`config.mk`:
```
export PLATFORM = sky130hd
export DESIGN_NAME = mem_arbiter
export DESIGN_NICKNAME = d
export VERILOG_FILES = /design/src/rtl/mem_pkg.sv /design/src/rtl/mem_arb_prio.sv /design/src/rtl/mem_arbiter.sv
export SDC_FILE = /design/constraint.sdc
export NUM_CORES = 1
export LEC_CHECK = 0
export CAP_MARGIN = 15
export CORE_AREA = 4 4 196 198
export CTS_BUF_LIST = sky130_fd_sc_hd__clkbuf_8
export DETAILED_ROUTE_END_ITERATION = 16
export DIE_AREA = 0 0 200 202
export PLACE_DENSITY = 0.51
export SLEW_MARGIN = 5
export SYNTH_ARGS = -nofsm -noshare
export SYNTH_HDL_FRONTEND = slang
export SYNTH_HIERARCHICAL = 1
export SYNTH_SLANG_ARGS = --single-unit
export TNS_END_PERCENT = 10
```
`constraint.sdc`:
```
create_clock -name clk -period 1.75 [get_ports clk]
set_clock_uncertainty 0.05 [all_clocks]
set_input_delay 0.35 -clock clk [delete_from_list [all_inputs] [get_ports clk]]
set_output_delay 0.35 -clock clk [all_outputs]
set_load 0.005 [all_outputs]
```
`src/rtl/mem_pkg.sv`:
```
`default_nettype none
// mem_pkg: shared FSM/owner types and bus widths for mem_arbiter.
// Rev 1.0
package mem_pkg;
  localparam int ADDR_W = 64;
  localparam int DATA_W = 64;
  localparam int INSN_W = 32;
  localparam int BE_W   = 8;

  typedef enum logic {IDLE = 1'b0, RESP = 1'b1} state_t;
  typedef enum logic {OWN_IF = 1'b0, OWN_D = 1'b1} owner_t;
endpackage
`default_nettype wire

```
`src/rtl/mem_arb_prio.sv`:
```
`default_nettype none
// mem_arb_prio: two-way combinational priority select, data over fetch unless force_if.
// Rev 1.0
module mem_arb_prio
  import mem_pkg::*;
(
  input  logic   if_req,
  input  logic   d_req,
  input  logic   force_if,
  output logic   if_gnt,
  output logic   d_gnt,
  output owner_t owner
);
  assign d_gnt  = d_req & ~(if_req & force_if);
  assign if_gnt = if_req & ~d_gnt;
  assign owner  = d_gnt ? OWN_D : OWN_IF;
endmodule
`default_nettype wire

```
`src/rtl/mem_arbiter.sv`:
```
`default_nettype none
// mem_arbiter: fetch/data arbiter onto one memory port, 1-cycle responses.
// Rev 1.0 -- define MEM_ARB_STARVE_GUARD_EN to enable the fetch starvation guard.
module mem_arbiter
  import mem_pkg::*;
#(
  parameter int STARVE_LIMIT = 4
) (
  input  logic              clk,
  input  logic              rst_n,
  input  logic              if_req_i,
  input  logic [ADDR_W-1:0] if_addr_i,
  output logic              if_gnt_o,
  output logic              if_rvalid_o,
  output logic [INSN_W-1:0] if_rdata_o,
  input  logic              d_req_i,
  input  logic              d_we_i,
  input  logic [BE_W-1:0]   d_be_i,
  input  logic [ADDR_W-1:0] d_addr_i,
  input  logic [DATA_W-1:0] d_wdata_i,
  output logic              d_gnt_o,
  output logic              d_rvalid_o,
  output logic [DATA_W-1:0] d_rdata_o,
  output logic              mem_req_o,
  output logic              mem_we_o,
  output logic [BE_W-1:0]   mem_be_o,
  output logic [ADDR_W-1:0] mem_addr_o,
  output logic [DATA_W-1:0] mem_wdata_o,
  input  logic [DATA_W-1:0] mem_rdata_i
);
  logic   force_if;
  logic   if_win;
  logic   d_win;
  logic   if_gnt;
  logic   d_gnt;
  owner_t win_owner;
  state_t state;
  owner_t resp_owner;

  mem_arb_prio u_prio (
    .if_req   (if_req_i),
    .d_req    (d_req_i),
    .force_if (force_if),
    .if_gnt   (if_win),
    .d_gnt    (d_win),
    .owner    (win_owner)
  );

  // Grants are suppressed the moment reset asserts, not at the next edge.
  assign if_gnt   = if_win & rst_n;
  assign d_gnt    = d_win & rst_n;
  assign if_gnt_o = if_gnt;
  assign d_gnt_o  = d_gnt;

  assign mem_req_o   = if_gnt | d_gnt;
  assign mem_we_o    = d_gnt & d_we_i;
  assign mem_be_o    = d_gnt ? d_be_i : '0;
  assign mem_addr_o  = d_gnt ? d_addr_i : (if_gnt ? if_addr_i : '0);
  assign mem_wdata_o = d_gnt ? d_wdata_i : '0;

`ifdef MEM_ARB_STARVE_GUARD_EN
  localparam int CNT_W = ($clog2(STARVE_LIMIT + 1) > 3) ? $clog2(STARVE_LIMIT + 1) : 3;
  logic [CNT_W-1:0] starve_cnt;

  assign force_if = (starve_cnt >= CNT_W'(STARVE_LIMIT));

  always_ff @(posedge clk or negedge rst_n) begin
    if (!rst_n) begin
      starve_cnt <= '0;
    end else if (!if_req_i || if_gnt) begin
      starve_cnt <= '0;
    end else if (d_gnt) begin
      starve_cnt <= starve_cnt + CNT_W'(1);
    end
  end
`else
  // Pure fixed priority; STARVE_LIMIT has no effect in this build.
  assign force_if = (STARVE_LIMIT < 0);
`endif

  always_ff @(posedge clk or negedge rst_n) begin
    if (!rst_n) begin
      state      <= IDLE;
      resp_owner <= OWN_IF;
      if_rdata_o <= '0;
      d_rdata_o  <= '0;
    end else begin
      case (state)
        IDLE:    if (mem_req_o) state <= RESP;
        RESP:    if (!mem_req_o) state <= IDLE;
        default: state <= IDLE;
      endcase
      if (mem_req_o) resp_owner <= win_owner;
      if (d_gnt) d_rdata_o <= d_we_i ? '0 : mem_rdata_i;
      if (if_gnt) if_rdata_o <= if_addr_i[2] ? mem_rdata_i[63:32] : mem_rdata_i[31:0];
    end
  end

  assign if_rvalid_o = (state == RESP) && (resp_owner == OWN_IF);
  assign d_rvalid_o  = (state == RESP) && (resp_owner == OWN_D);
endmodule
`default_nettype wire

```
==> metrics.yaml, run 1 <==
globalRouteMet3Util: 0.05068
synth.yosys.seq_area_share: 0.3688
report.power.total_mw: 7.416
cts_root_buffer: "clkbuf_8"
grt_util_met1: 0.2190
yosysWarningCount: 6
crit-reg2reg-capture: "resp_owner"
busiest_layer: "met2"
yosys.cell_count.top_type: "dfrtp_1"
hpwlAfterDp_um: 27920
final-setup-viol-count: 115
grt_pass1_vias: 7955
placement.io_buffers: 506
tritoncts: "built"
worst-endpoint-required_ns: 1.35
r2r_start: "resp_owner"
core_area_um2: 36520
max_slew.worst_pin.slew_ns: 0.5970
final_area_um2: 13000
gp_routability_congestion: 0.8834
finalCritPeriodShare: 1.123
grt_first_pass_wirelength_um: 54070
result_of_the_run: "finished with violations"
violations: "negative setup slack"
synthTopCellsByArea: "dfrtp_1, nand4b_1, a21boi_1, nand3b_1, and3_1"
vias_per_cell: 4.448
finish.net_count: 1548
syn2layout_area_growth_pct: 95.50
dp_cells: 1690
vias: 7789
drcViolationCount: 0
crit_path_max_fanout: 6
unrepaired_setup_endpoints_after_global_routing: "true"
synthDominantCellAreaShare: 0.3688
relative_slew_slack: 0.6020
hold_class: "in -> async"
setup.worst_path.class: "in -> out"
antenna_found_initial: 2
yosysTopAreaCell: "dfrtp_1"
globalRouteMet2Util: 0.3097
clk_transition_reported_paths_ns: 0.10
total_leakage_power_nw: 6.091
cp-end-kind: "primary output"
die_w_um: 200
syn-cell-area_um2: 6650
post_synth_inst_count: 750
final-hold-violation-count: 0
reg2reg_depth: 1
die_area_um2: 40400
synth-edff-count: 0
grt_max_degree: 120
ir_worst_vdd_v: 0.0004267
post_dp_cell_area_um2: 12380
flop_and_latch_count_out_of_synthesis: 98
wirelength_um: 38060
num-fill-cells: 3838
router_iterations_before_antenna_repair: 5
power.density_cell_area_nw_per_um2: 570.4
grt_use_total: 0.1763
cts_inserted_buffers: 9
numClockSinks: 98
drive_above_1_share: 0.2605
die_y_um: 202
maxCapViolations: 0
layout_min_cycle_time_ns: 1.965
initial_utilization: 0.1821
post_synth_num_cell_types: 23
top_cell_types_by_occurrence_after_synthesis: "dfrtp_1, and3_1, a21boi_1"
fmaxAchievable_mhz: 508.9
htree_num_levels: 3
grt.overflow.total: 0
core.rowCount: 70
insertion_delay_ns: 0.38
ys_dominant_reg_cell: "dfrtp_1"
clockBufferDepth: 2
worstSetupStartpointType: "input port"
worst_ep_arrival_time_ns: 1.57
worst-r2r-setup-slack_ns: 0.92
synth.avg_cell_area_um2: 8.867
ios: 507
post_layout_nonfiller_instances: 1751
final_critical_path_setup_slack_ns: -0.2151
final_antenna_net_count: 0
post_drt_wl_per_cell_um: 21.74
synth-async-reset-ratio: 1.000
timing_max_transition_violations_final: 0
holdWs_ns: 0.06628
first_iter_violations: 392
worst max-delay path by stage:
stage / startpoint / end / slack [ns] / cells after the start
2_1_floorplan: d_req_i / mem_wdata_o[37] / 0.1 / 4
3_3_place_gp: d_req_i / mem_addr_o[60] / -1.00 / 7
3_5_place_dp: d_req_i / mem_addr_o[60] / -1.00 / 7
4_1_cts: if_req_i / mem_req_o / -0.40 / 11
5_1_grt: d_req_i / mem_addr_o[43] / -0.26 / 9
6_report: d_req_i / mem_addr_o[39] / -0.22 / 9
worst max-delay path, stage by stage:
cell,delay [ns]
buf_6,0.10
buf_6,0.11
a21boi_4,0.18
buf_8,0.17
buf_12,0.14
clkbuf_16,0.15
nand3b_1,0.09
a21boi_1,0.14
buf_2,0.13
where the power goes:
part           switching (mW)  internal, mW  leakage [nW]
combinational            1.27          1.89          4.80
sequential              0.178          2.59          1.21
clock                   0.847         0.643        0.0832
what timing repair did:
| item | 4_1_cts | 5_1_grt |
|---|---|---|
| hold buffers | 0 | 0 |
| setup endpoints to repair | 247 | 174 |
| gates resized for setup | 619 | 89 |
| gates cloned | 14 | 3 |
| setup buffers | 33 | 12 |
| pin swaps | 57 | 20 |
logic make-up after synthesis:
logic type,count (synthesis),synth area share
simple gates,269,0.2655
compound gates,195,0.1996
buf+inv,154,0.1157
flops,98,0.3688
mux,33,0.04986
other cells,1,0.0005639
sequential cells by signal, indices dropped and copies added, names as in the netlist:
| signal | cells |
|---|---|
| d_rdata_o | 64 |
| if_rdata_o | 32 |
| resp_owner | 1 |
| state | 1 |
layout by cell type (no fill, tap or decap), types with 54 or more instances in the layout:
master,instances
a21boi_1,54
a21oi_1,64
and3_1,65
buf_2,109
clkdlybuf4s50_1,318
dfrtp_1,98
inv_1,65
nand2_1,62
nand3b_1,64
nand4b_1,64
layout make-up:
class	count	area (um^2)	share of cell area
repair buffers	606	5981	0.4600
multi-input cells	499	3555	0.2734
flip-flops and latches	98	2452	0.1886
well taps	468	585.6	0.04504
inverters	65	244.0	0.01877
clock buffers	9	123.9	0.009528
clock inverters	5	57.56	0.004427
diodes	1	2.502	0.0001925
routing by layer:
layer / share of wire / routed length [um]
met1: 0.41 / 15660
met2: 0.50 / 19060
met3: 0.080 / 3033
met4: 0.0079 / 300
met5: 0.00034 / 13
per-stage QoR:
stage               utilization  worst slack (ns)  TNS [ns]
finish                   0.3560           -0.2151    -11.45
global route             0.3560           -0.2596    -18.16
CTS                      0.3536           -0.4022    -13.91
detailed placement       0.3389            -1.004   -189.64
global placement         0.3389            -1.000   -188.66
floorplan                     -           0.09866         0
(Power assumes the default switching activity.)
==> inputs of run 2 (changes only) <==
--- a/config.mk
+++ b/config.mk
@@ -10,6 +10,7 @@
 export CTS_BUF_LIST = sky130_fd_sc_hd__clkbuf_8
 export DETAILED_ROUTE_END_ITERATION = 16
 export DIE_AREA = 0 0 200 202
+export MAX_ROUTING_LAYER = met4
 export PLACE_DENSITY = 0.51
 export SLEW_MARGIN = 5
 export SYNTH_ARGS = -nofsm -noshare
==> run 2 against run 1 <==
The flow still finishes with violations (negative setup slack). First-iteration DRC count is 10% lower. Register-to-register slack barely moved. Total power is essentially flat. Critical path type unchanged. Highest routed layer is now met4.
==> metrics.yaml, run 2 (synthesis gave the netlist of run 1 again) <==
result_of_the_run: "finished with violations"  # unchanged
violations: "negative setup slack"  # unchanged
drive_above_1_share: 0.2629  # was 0.2605
grt_max_degree: 120  # unchanged
final-setup-viol-count: 115  # unchanged
insertion_delay_ns: 0.39  # was 0.38 ns
cp_cell_sequence: "buf_6, buf_6, a21boi_4, buf_8, buf_6, nand3b_1, a21boi_2, buf_2"  # was buf_6, buf_6, a21boi_4, buf_8, buf_12, clkbuf_16, nand3b_1, a21boi_1, buf_2
finalCritPeriodShare: 1.118  # was 1.123
syn2layout_area_growth_pct: 95.77  # was 95.50%
grt_pass1_vias: 7982  # was 7,955
finish.net_count: 1548  # unchanged
power.density_cell_area_nw_per_um2: 569.7  # was 570.4 nW/um^2
numClockSinks: 98  # unchanged
ios: 507  # unchanged
final_area_um2: 13020  # was 13,000 um^2
timing_max_transition_violations_final: 0  # unchanged
vias: 7725  # was 7,789
grt_first_pass_wirelength_um: 54060  # was 54,070 um
hpwlAfterDp_um: 27920  # unchanged
antenna_found_initial: 2  # unchanged
commonest_cells_after_routing_fill_and_taps_aside: "clkdlybuf4s50_1, buf_2, dfrtp_1, and3_1, inv_1"  # unchanged
post_layout_nonfiller_instances: 1752  # was 1,751
unrepaired_setup_endpoints_after_global_routing: "true"  # unchanged
cp-end-kind: "primary output"  # unchanged
hold_class: "in -> async"  # unchanged
dp_cells: 1690  # unchanged
report.power.total_mw: 7.417  # was 7.416 mW
first_iter_violations: 352  # was 392
vias_per_cell: 4.409  # was 4.448
grt.overflow.total: 0  # unchanged
largest_register_ff_count: 64  # unchanged
grt_use_total: 0.1815  # was 0.1763
cpMaxStageDelayCell: "buf_6"  # was a21boi_4
die_area_um2: 40400  # unchanged
crit_path_max_fanout: 12  # was 6
maxCapViolations: 0  # unchanged
layout_min_cycle_time_ns: 1.957  # was 1.965 ns
total_leakage_power_nw: 6.092  # was 6.091 nW
num-fill-cells: 3838  # unchanged
leading_cell_type_in_the_layout_fill_and_taps_excluded: "clkdlybuf4s50_1"  # unchanged
worstSetupStartpointType: "input port"  # unchanged
max_flop_register: "d_rdata_o"  # unchanged
worst_path_buffer_plus_inverter_count: 5  # was 6
gp_routability_congestion: 0.8982  # was 0.8834
cts_inserted_buffers: 9  # unchanged
fin_tns_setup_ns: -11.67  # was -11.45 ns
fmaxAchievable_mhz: 511.1  # was 508.9 MHz
htree_num_levels: 3  # unchanged
worst-endpoint-required_ns: 1.35  # about the same
cts_root_buffer: "clkbuf_8"  # unchanged
initial_utilization: 0.1821  # unchanged
final_antenna_net_count: 0  # unchanged
router_iterations_before_antenna_repair: 5  # unchanged
final-hold-violation-count: 0  # unchanged
die_w_um: 200  # unchanged
drcViolationCount: 0  # unchanged
wirelength_um: 37970  # was 38,060 um
placement.io_buffers: 506  # unchanged
hold_buffers: 0  # unchanged
biggestRegsByFlops: "d_rdata_o x64, if_rdata_o x32"  # unchanged
critPathTopFamily: "buffers and inverters"  # unchanged
max_slew.worst_pin.slew_ns: 0.5905  # was 0.5970 ns
ir_worst_vdd_v: 0.0004218  # was 0.0004267 V
post_drt_wl_per_cell_um: 21.67  # was 21.74 um
clockBufferDepth: 2  # unchanged
core_area_um2: 36520  # unchanged
setup.worst_path.class: "in -> out"  # unchanged
crit_path_frequent_cell: "buf_6"  # unchanged
die_y_um: 202  # unchanged
clk_transition_reported_paths_ns: 0.10  # about the same
post_dp_cell_area_um2: 12380  # unchanged
tritoncts: "built"  # unchanged
relative_slew_slack: 0.6063  # was 0.6020
core.rowCount: 70  # unchanged
final_critical_path_setup_slack_ns: -0.2066  # was -0.2151 ns
worst_path_largest_cell_delay_ns: 0.19  # was 0.18 ns
worst_ep_arrival_time_ns: 1.56  # was 1.57 ns
[run 2: changes by cell type in the layout (fill, tap and decap cells not counted), sizes merged]
cell | before | now
clkbuf | 13 | 14
diode | 1 | 2
dlygate4sd2 | 11 | 10
[run 2: layer usage]
metal	GRT usage	vias to the layer above	wire, um
li1	-	3679	-
met1	0.2165	3727	15490
met2	0.3102	297	19040
met3	0.05434	22	3116
met4	0.02402	0	318
met5	-	-	0
[run 2: timing repair]
item / CTS / global route
cloned: 14 / 3
gates resized for setup: 619 / 96
pin swaps: 57 / 20
setup endpoints to repair: 247 / 174
setup buffers: 33 / 12
[run 2: cell type report]
| type | count | area (um^2) | share of cell area |
|---|---|---|---|
| repair buffers | 606 | 5988 | 0.4600 |
| multi-input cells | 499 | 3562 | 0.2736 |
| flip-flops and latches | 98 | 2452 | 0.1884 |
| well taps | 468 | 585.6 | 0.04498 |
| inverters | 65 | 244.0 | 0.01874 |
| clock buffers | 9 | 123.9 | 0.009515 |
| clock inverters | 5 | 57.56 | 0.004421 |
| diodes | 2 | 5.005 | 0.0003844 |
[run 2: worst min-delay path: stages]
cell and delay (ns):
buf_8 0.12, buf_12 0.19, buf_4 0.15
[run 2: path summary, 6_finish.rpt]
kind | slack [ns] | from | cells after the start | endpoint
max | -0.21 | d_req_i | 8 | mem_addr_o[12]
min | 0.07 | rst_n | 3 | d_rdata_o[61]
max reg2reg | 0.92 | resp_owner | 1 | resp_owner
min reg2reg | 0.48 | if_rdata_o[15] | 2 | if_rdata_o[15]
max in group asynchronous | 1.02 | rst_n | 3 | if_rdata_o[31]
min in group clk | 0.36 | d_we_i | 3 | d_rdata_o[61]
[run 2: where the power goes]
part           leakage (nW)  switching [mW]  total (mW)  internal (mW)
sequential             1.21           0.177        2.77           2.59
combinational          4.80            1.27        3.16           1.89
clock                0.0832           0.849        1.49          0.643
total                  6.09            2.29        7.42           5.12
[run 2: through the flow]
| stage | utilization | hold slack [ns] | setup slack (ns) |
|---|---|---|---|
| floorplan | - | 0.004409 | 0.09866 |
| global placement | 0.3389 | 0.4557 | -1.000 |
| detailed placement | 0.3389 | 0.4658 | -1.004 |
| CTS | 0.3536 | 0.04724 | -0.4022 |
| global route | 0.3565 | 0.06235 | -0.2608 |
| finish | 0.3565 | 0.06817 | -0.2066 |
